==> config.mk <==
export PLATFORM = sky130hd
export DESIGN_NAME = stopwatch_ctrl
export DESIGN_NICKNAME = d
export VERILOG_FILES = /design/src/rtl/stopwatch_ctrl.sv
export SDC_FILE = /design/constraint.sdc
export NUM_CORES = 1
export LEC_CHECK = 0
export BUFFER_PORTS_ARGS = -buffer_cell sky130_fd_sc_hd__clkbuf_2
export CORE_MARGIN = 2
export CORE_UTILIZATION = 50
export DETAILED_ROUTE_END_ITERATION = 7
export GPL_ROUTABILITY_DRIVEN = 0
export PLACE_DENSITY = 0.71
export REMOVE_ABC_BUFFERS = 1
export SLEW_MARGIN = 10
export SYNTH_ARGS = -nofsm -noshare
export SYNTH_HDL_FRONTEND = slang
export SYNTH_SLANG_ARGS = --single-unit
==> constraint.sdc <==
create_clock -name clk -period 4.2 [get_ports clk]
set_clock_uncertainty 0.05 [all_clocks]
set_input_delay 0.42 -clock clk [delete_from_list [all_inputs] [get_ports clk]]
set_output_delay 0.42 -clock clk [all_outputs]
set_load 0.005 [all_outputs]
==> src/rtl/stopwatch_ctrl.sv <==
// Stopwatch sequencer: resyncs the 50 ms divided clock into a one-cycle tick and runs
// the start/stop/lap/clear FSM. Define STOPWATCH_SATURATE_EN to hold at max on overflow.
module stopwatch_ctrl #(
  parameter int TICKS_PER_SEC = 20,
  parameter int MAX_MIN       = 99
) (
  input  logic       clk,
  input  logic       reset_n,
  input  logic       tick_in,
  input  logic       btn_ss,
  input  logic       btn_lr,
  output logic       running,
  output logic       lap_active,
  output logic       ovf,
  output logic [6:0] disp_min,
  output logic [5:0] disp_sec,
  output logic [4:0] disp_tick
);

  localparam logic [4:0] TICK_MAX = 5'(TICKS_PER_SEC - 1);
  localparam logic [6:0] MIN_MAX  = 7'(MAX_MIN);

  typedef enum logic [1:0] {IDLE, RUN, LAP, PAUSE} state_t;

  typedef struct packed {
    logic [6:0] min;
    logic [5:0] sec;
    logic [4:0] tk;
  } cnt_t;

  state_t     state, state_n;
  cnt_t       cnt, cnt_n, lap, lap_n, disp_v;
  logic       ovf_n, cnt_en, at_max;
  logic       s1, s2, s3, armed, tick_p;
  logic [1:0] vld_pipe;
`ifdef STOPWATCH_SATURATE_EN
  logic       sat_hit;
`endif

  // vld_pipe marks sync stages holding real post-reset samples, so the reset
  // zero in s2 never arms edge detection on its own.
  always_ff @(posedge clk or negedge reset_n) begin
    if (!reset_n) begin
      s1       <= 1'b0;
      s2       <= 1'b0;
      s3       <= 1'b0;
      vld_pipe <= '0;
      armed    <= 1'b0;
    end else begin
      s1       <= tick_in;
      s2       <= s1;
      s3       <= s2;
      vld_pipe <= {vld_pipe[0], 1'b1};
      if (vld_pipe[1] && !s2) armed <= 1'b1;
    end
  end

  assign tick_p = armed & s2 & ~s3;

  always_comb begin
    state_n = state;
    cnt_n   = cnt;
    lap_n   = lap;
    ovf_n   = ovf;
    cnt_en  = (state == RUN) || (state == LAP);
    at_max  = (cnt.min == MIN_MAX) && (cnt.sec == 6'd59) && (cnt.tk == TICK_MAX);
`ifdef STOPWATCH_SATURATE_EN
    sat_hit = 1'b0;
`endif
    if (cnt_en && tick_p) begin
      if (at_max) begin
        ovf_n = 1'b1;
`ifdef STOPWATCH_SATURATE_EN
        sat_hit = 1'b1;
`else
        cnt_n = '0;
`endif
      end else if (cnt.tk == TICK_MAX) begin
        cnt_n.tk = '0;
        if (cnt.sec == 6'd59) begin
          cnt_n.sec = '0;
          cnt_n.min = cnt.min + 7'd1;
        end else begin
          cnt_n.sec = cnt.sec + 6'd1;
        end
      end else begin
        cnt_n.tk = cnt.tk + 5'd1;
      end
    end
    // btn_ss always wins over btn_lr; lap captures the pre-tick count
    case (state)
      IDLE:  if (btn_ss) state_n = RUN;
      RUN:   if (btn_ss) state_n = PAUSE;
             else if (btn_lr) begin
               state_n = LAP;
               lap_n   = cnt;
             end
      LAP:   if (btn_ss) state_n = PAUSE;
             else if (btn_lr) state_n = RUN;
      PAUSE: if (btn_ss) state_n = RUN;
             else if (btn_lr) begin
               state_n = IDLE;
               cnt_n   = '0;
               lap_n   = '0;
               ovf_n   = 1'b0;
             end
      default: state_n = IDLE;
    endcase
`ifdef STOPWATCH_SATURATE_EN
    if (sat_hit) state_n = PAUSE;
`endif
    disp_v = (state_n == LAP) ? lap_n : cnt_n;
  end

  always_ff @(posedge clk or negedge reset_n) begin
    if (!reset_n) begin
      state      <= IDLE;
      cnt        <= '0;
      lap        <= '0;
      ovf        <= 1'b0;
      running    <= 1'b0;
      lap_active <= 1'b0;
      disp_min   <= '0;
      disp_sec   <= '0;
      disp_tick  <= '0;
    end else begin
      state      <= state_n;
      cnt        <= cnt_n;
      lap        <= lap_n;
      ovf        <= ovf_n;
      running    <= (state_n == RUN) || (state_n == LAP);
      lap_active <= (state_n == LAP);
      disp_min   <= disp_v.min;
      disp_sec   <= disp_v.sec;
      disp_tick  <= disp_v.tk;
    end
  end

endmodule

==> results of run 1 <==
==> layout by cell type (no fill, tap or decap), drive strengths merged, types with 3 or more instances in the layout <==
cell and instances:
nor4 3, clkbuf 38, nand3 9, xnor2 4
ha 8, inv 9, nand2 16, a21oi 9
o31ai 4, nor2 19, xor2 5, mux2 11
o21ai 9, nand2b 3, nor3 7, dfrtp 65
a22o 18
==> registers in the layout, indices dropped and copies added (netlist names) <==
signal,count
s3,1
state,2
s2,1
s1,1
ovf,1
lap,18
vld_pipe,2
lap_active,1
armed,1
cnt,18
disp_min,7
disp_tick,5
disp_sec,6
running,1
==> worst max-delay path, cell delays in order (launching register included) <==
cell and delay, ps:
dfrtp_1 400, inv_1 80, ha_1 300, nand4b_1 440, or2_1 470, o41ai_4 420
nor2_2 100, mux2_2 270
==> routing by layer <==
metal  track usage (%)  vias up  wire length [um]
li1                  -      887                 -
met1              23.8      883              2350
met2              28.3       33              2250
met3              4.66       11               198
met4              9.47        0                99
met5                 0        -                 0
==> power by group through the flow <==
stage | registers [mW] | logic [mW] | clock network [mW]
after floorplan | 0.909 | 0.446 | 0
after global placement | 0.926 | 0.618 | 0
after detailed placement | 0.928 | 0.629 | 0
after CTS | 0.920 | 0.633 | 0.566
after global routing | 0.940 | 0.708 | 0.593
final | 0.919 | 0.622 | 0.553
==> cells by family (layout without fill, tap and decap cells) <==
| group | Yosys count | count (layout) | synth area share, % |
|---|---|---|---|
| simple gates | 74 | 74 | 15.3 |
| mux | 11 | 11 | 4.43 |
| fa+ha+maj | 8 | 8 | 3.58 |
| buf+inv | 18 | 51 | 2.59 |
| flops | 65 | 65 | 58.2 |
| other cells | 1 | 1 | 0.134 |
| compound gates | 48 | 48 | 12.9 |
| xor+xnor | 9 | 9 | 2.82 |
==> synthesized netlist by cell type, types with 3 or more instances <==
| cell type | count | area (um2) |
|---|---|---|
| mux2_2 | 11 | 124 |
| buf_2 | 3 | 15.0 |
| o31ai_1 | 4 | 30.0 |
| inv_1 | 9 | 33.8 |
| xnor2_1 | 4 | 35.0 |
| o21ai_0 | 8 | 40.0 |
| nand3_1 | 9 | 45.0 |
| nor2_1 | 18 | 67.6 |
| nand2_1 | 16 | 60.1 |
| nand2b_1 | 3 | 18.8 |
| nor3_1 | 6 | 30.0 |
| a22o_1 | 18 | 158 |
| ha_1 | 8 | 100 |
| xor2_1 | 5 | 43.8 |
| clkbuf_1 | 5 | 18.8 |
| a21oi_1 | 9 | 45.0 |
| dfrtp_1 | 65 | 1630 |
==> final cells by class <==
| cell class | instances | area [um2] | share of cell area, % |
|---|---|---|---|
| multi-input combinational | 151 | 1100 | 34.3 |
| tap | 72 | 90.1 | 2.81 |
| sequential | 65 | 1630 | 50.8 |
| clock buffer | 13 | 179 | 5.59 |
| clock inverter | 2 | 35.0 | 1.09 |
| inverter | 9 | 33.8 | 1.06 |
| timing repair buffer | 27 | 140 | 4.38 |
==> worst max path at each step <==
stage                                   from               endpoint  slack (ps)  cells after the start
after CTS                 state[1]$_DFF_PN0_  disp_min[0]$_DFF_PN0_        1550                      7
after floorplan           state[0]$_DFF_PN0_  disp_min[0]$_DFF_PN0_        1920                      7
after global routing      state[1]$_DFF_PN0_  disp_min[2]$_DFF_PN0_        1350                      7
after detailed placement  state[1]$_DFF_PN0_  disp_min[0]$_DFF_PN0_        1570                      7
after global placement    state[1]$_DFF_PN0_  disp_min[6]$_DFF_PN0_        1610                      7
final                     state[1]$_DFF_PN0_  disp_min[0]$_DFF_PN0_        1570                      7
==> metrics by stage <==
step           worst slack, ps  total power [mW]  hold slack [ps]  std cells  utilization [%]
2_1_floorplan             1920              1.36             74.4        225                -
3_3_place_gp              1610              1.54              283        324             54.9
3_5_place_dp              1570              1.56              287        324             54.9
4_1_cts                   1550              2.12              123        339             58.9
5_1_grt                   1350              2.24              128        339             58.9
6_report                  1570              2.09              134        339             58.9
==> key figures, run 1 <==
Timing
  • Slew Viols, Final: 0
  • Crit share post-route: ~63%
  • Slew HR: between 30% and 40%
  • Worst-Margin Slew: 945 ps
  • RSZ-0062 raised after global routing: no
  • Setup TNS: 0 ps
  • Final hold violations: 0
  • Fmax: ~380 MHz
  • Final Setup Violations: 0
  • Crit path time final: about 2600 ps

Clocking
  • Total CTS buffers: 9
  • Post-CTS Setup Bufs: 0
  • Post-CTS Resized: 0
  • Clock transition at path regs: 70 ps
  • Post-CTS Hold Buffers: 0
  • Clk_lat worst skew: around 340 ps
  • CTS sink cnt: 65
  • Clock tree buffer depth: 2
  • CTS HTree Levels: 3
  • CTS tree: yes
  • Clock Root Buffer: clkbuf_8

Yosys
  • Cells after synthesis: between 200 and 250
  • Synth Flop Type: dfrtp_1
  • Yosys warns: 0
  • Post-synth EDFFs: 0
  • Syn avg cell area: ~12 um2
  • #FFs+latches synth: 65
  • Post-synth ARST share: 100%
  • Post-synthesis sequential area ratio: 58.2%
  • Synth unique cells: 45
  • Mapped Area: 2800 um2

Min path
  • Hold Startpoint: tick_in
  • Min-Delay Endpoint: s1$_DFF_PN0_
  • Hold Path Depth: 1
  • Min-delay worst type: in -> reg

Routing
  • Pre-antenna DRT Iters: 4
  • Drt drc: 0
  • Routed WL per cell: between 10 and 15 um
  • Detailed Route WL: ~5000 um
  • Routed Antenna Nets: 0
  • DRT iter0 DRCs: 81
  • Via count: 1,814
  • Number of vias per cell: 5.35

Setup path
  • Critical Path End Type: register
  • Worst-path fanout max: 12
  • Critical Path RT: around 4400 ps
  • Classification of the worst setup path: reg -> reg
  • R2R cell count: 7
  • Element type at the critical path start: register
  • Worst R2R Setup Slack: between 1500 and 2000 ps
  • R2r endpoint: disp_min[0]$_DFF_PN0_
  • Worst endpoint data arrival time: 2810 ps
  • Reg-to-Reg Start: state[1]$_DFF_PN0_

Power and ir drop
  • Logic pwr share: around 30%
  • Leak Pwr: ~1.6 nW
  • Sequential power share: between 40% and 50%
  • Net Sw Frac: approximately a third
  • Internal power: 1.42 mW
  • NetSw: around 0.67 mW
  • Clock power share: 26.4%
  • VDD IR max: ~460 uV
  • Power per cell area: 654 nW/um2

Die
  • Initial Utilization: slightly above 50%
  • Io pins: 26
  • Row cnt: 27
  • DIE AREA: around 6200 um2
  • Core ar.: between 5000 and 6000 um2
  • Die X: around 79 um
  • Die height: just under 80 um

Place
  • Number of port buffers: 25
  • Hpwl dp: about 3200 um
  • Placed cell areas: roughly 3000 um2

Final layout
  • Area growth syn-to-layout: 14.5%
  • Layout Nets: roughly 280
  • Final Cell Area: between 3000 and 4000 um2
  • Layout fillers: between 400 and 500
  • Antenna fix cells: 0
  • Share of post-route cells with drive strength above 1: between 20% and 30%

Global routing
  • Initial antenna violation count: 0
  • Vias in the first global route: roughly 1,800
  • First-pass GRT wire length: around 8600 um
  • GRT Util Overall: between 10% and 20%
  • Largest net degree at the start of global routing: 66
  • Total congestion overflow: 0

Flow run
  • Maxcap violations: 0

Status
  • Status: complete, no violations
Power figures use the tool's default switching activity.
==> inputs of run 2 (changes only) <==
--- a/config.mk
+++ b/config.mk
@@ -5,6 +5,7 @@
 export SDC_FILE = /design/constraint.sdc
 export NUM_CORES = 1
 export LEC_CHECK = 0
+export ABC_AREA = 1
 export BUFFER_PORTS_ARGS = -buffer_cell sky130_fd_sc_hd__clkbuf_2
 export CORE_MARGIN = 2
 export CORE_UTILIZATION = 50
==> constraint.sdc (replaced) <==
create_clock -name clk -period 2.7 [get_ports clk]
set_clock_uncertainty 0.05 [all_clocks]
set_input_delay 0.27 -clock clk [delete_from_list [all_inputs] [get_ports clk]]
set_output_delay 0.27 -clock clk [all_outputs]
set_load 0.005 [all_outputs]
==> run 2 against run 1 <==
Against the previous run: wire length rose by 27%; synthesized area rose by 6.5%; register-to-register slack lost 940 ps; sequential power is 28% higher; core utilization up 0.65 points; critical path depth increased by 2; flip-flop and latch count stayed put; power up 40%; first-iteration DRC count increased by 48%.
==> key figures, run 2 <==
Status
  • Status: complete, no violations

Global routing
  • Met1 Use GR: 25.9%
  • Largest net degree at the start of global routing: 38
  • GRT Util Overall: ~21%
  • Met2 usage: 36.0%
  • Met3 global-route usage: slightly below 6%
  • Initial antenna violation count: 0
  • Vias in the first global route: between 2,000 and 2,500
  • First-pass GRT wire length: approximately 10,000 um
  • Total congestion overflow: 0
  • GR peak layer: met2

Power and ir drop
  • Total power: approximately 2.9 mW
  • Power per cell area: about 840 nW/um2
  • VDD IR max: roughly 450 uV
  • Leak Pwr: 1.86 nW

Routing
  • Via count: between 2,000 and 2,500
  • Routed Antenna Nets: 0
  • Detailed Route WL: just over 6000 um
  • Routed WL per cell: 14.2 um
  • Pre-antenna DRT Iters: 4
  • Number of vias per cell: between 5 and 6
  • DRT iter0 DRCs: 120
  • Drt drc: 0

Setup path
  • Critical Path End Type: register
  • Critical Path RT: around 2900 ps
  • R2r endpoint: disp_sec[2]$_DFF_PN0_
  • Worst endpoint data arrival time: between 2000 and 2500 ps
  • Worst R2R Setup Slack: ~630 ps
  • Classification of the worst setup path: reg -> reg
  • R2R cell count: 9
  • Reg-to-Reg Start: state[1]$_DFF_PN0_
  • Element type at the critical path start: register
  • Slowest CP cell: dfrtp_1
  • Worst path max stage delay: approximately 400 ps
  • Worst-path fanout max: 11
  • CP Cell Sequence: inv_1 -> ha_1 -> o21ai_0 -> nand3_1 -> a32oi_1 -> ha_1 -> inv_1 -> o2111ai_1 -> nand2_1

Clocking
  • CTS tree: yes
  • Clock Root Buffer: clkbuf_8
  • Clk_lat worst skew: between 300 and 400 ps
  • CTS sink cnt: 65
  • Clock tree buffer depth: 2
  • Total CTS buffers: 9
  • Clock transition at path regs: about 70 ps
  • CTS HTree Levels: 3
  • Post-CTS Resized: 0

Yosys
  • #FFs+latches synth: 65
  • Syn avg cell area: 9.31 um2
  • Post-synthesis sequential area ratio: a little over half
  • Most frequent cell after synthesis: nand2_1
  • Post-synth ARST share: 100%
  • Synth top cells by count: nand2_1 (77), dfrtp_1 (65), inv_1 (46)
  • Cells after synthesis: 320
  • Ranking of synthesized cells by area: dfrtp_1 (55%), nand2_1 (9.7%), inv_1 (5.8%), ha_1 (3.4%), a32o_1 (3.0%)
  • Synth unique cells: 35
  • Post-synth EDFFs: 0
  • Area share of the largest cell type after synthesis: between 50% and 60%
  • Yosys warns: 0
  • Synth Flop Type: dfrtp_1
  • Dominant cell type by area after synthesis: dfrtp_1
  • Mapped Area: 2980 um2

Final layout
  • Area growth syn-to-layout: 16.9%
  • Antenna fix cells: 0
  • Most frequent cells in the layout: nand2_1 (77), dfrtp_1 (65), inv_1 (46), clkbuf_2 (24), nand3_1 (18)
  • Largest registers: cnt (18), lap (18), disp_min (7)
  • Final Cell Area: about 3500 um2
  • Layout Nets: between 300 and 400
  • Most common cell after layout, fill and taps aside: nand2_1
  • Share of post-route cells with drive strength above 1: a little under a fifth

Die
  • Core ar.: 5850 um2
  • Row cnt: 28
  • Io pins: 26
  • Die height: roughly 81 um
  • DIE AREA: about 6600 um2
  • Die X: 81.2 um
  • Initial Utilization: between 50% and 60%

Min path
  • Hold Startpoint: btn_ss
  • Hold Path Depth: 2
  • Min-delay worst type: in -> reg
  • Min-Delay Endpoint: state[1]$_DFF_PN0_

Timing
  • Setup TNS: 0 ps
  • Crit path time final: 2070 ps
  • Slew HR: a little under half
  • Final Setup Violations: 0
  • Slew Viols, Final: 0
  • Worst-Margin Slew: 812 ps
  • Final setup margin: about 630 ps
  • Final hold violations: 0
  • RSZ-0062 raised after global routing: no
  • Crit share post-route: between 70 and 80%
  • Fmax: about 480 MHz

Place
  • Hpwl dp: between 4000 and 5000 um
  • Number of port buffers: 25
  • Setup WS pre-CTS: between 600 and 700 ps
  • Placed cell areas: around 3200 um2

Flow run
  • Maxcap violations: 0
## run 2: cell types whose count changed in the layout (fill, tap and decap cells not counted), moves of 6 or more
cell,before,now
inv_1,9,46
nand2_1,16,77
o21ai_0,8,14
a32o_1,0,9
mux2_2,11,0
nand4_1,2,11
buf_4,2,8
a22o_1,18,0
nand3_1,9,18
## run 2: cell type report
type / instances / area (um2)
Clock buffer: 9 / 124
Clock inverter: 7 / 119
Fill cell: 491 / 2370
Inverter: 49 / 184
Multi-Input combinational cell: 198 / 1130
Sequential cell: 65 / 1630
Tap cell: 75 / 93.8
Timing Repair Buffer: 35 / 205
## run 2: metal layers
layer  vias to the layer above  wire [um]
li1                       1123          -
met1                      1104       2650
met2                        58       3090
met3                        12        345
met4                         0        121
met5                         -          0
## run 2: critical path: cells and delay by family (launching register included)
family	cells	cell delay, ps
AOI/OAI and AO/OA	3	560
adders and majority gates	2	500
DFF	1	400
buffers and inverters	2	300
and+or+nand+nor	2	150
## run 2: worst max-delay path by stage
stage | slack [ps] | startpoint | endpoint
final | 630 | state[1]$_DFF_PN0_ | disp_sec[2]$_DFF_PN0_
after detailed placement | 610 | state[1]$_DFF_PN0_ | disp_sec[2]$_DFF_PN0_
after global routing | 440 | state[1]$_DFF_PN0_ | disp_min[3]$_DFF_PN0_
after floorplan | 280 | state[1]$_DFF_PN0_ | disp_sec[2]$_DFF_PN0_
after global placement | 740 | state[1]$_DFF_PN0_ | disp_sec[2]$_DFF_PN0_
after CTS | 610 | state[1]$_DFF_PN0_ | disp_min[4]$_DFF_PN0_
## run 2: through the flow
step	hold WS, ps	utilization (%)	std cells
floorplan	-75.6	-	312
global placement	283	55.0	420
detailed placement	293	55.0	420
CTS	208	59.5	438
global route	234	59.5	438
finish	228	59.5	438
## run 2: cell families after synthesis
logic type	share of synthesized area, %
compound gates	10.9
other cells	0.126
buf+inv	7.44
flops	54.6
xor+xnor	0.588
fa+ha+maj	3.36
simple gates	23.0
## run 2: power breakdown
part / switching, mW / internal, mW
logic: 0.514 / 0.252
registers: 0.0649 / 1.11
clock network: 0.381 / 0.612
## run 2: repair_timing
action	in CTS	in global routing
hold endpoints to repair	36	0
hold buffers	2	0
setup buffers	0	0
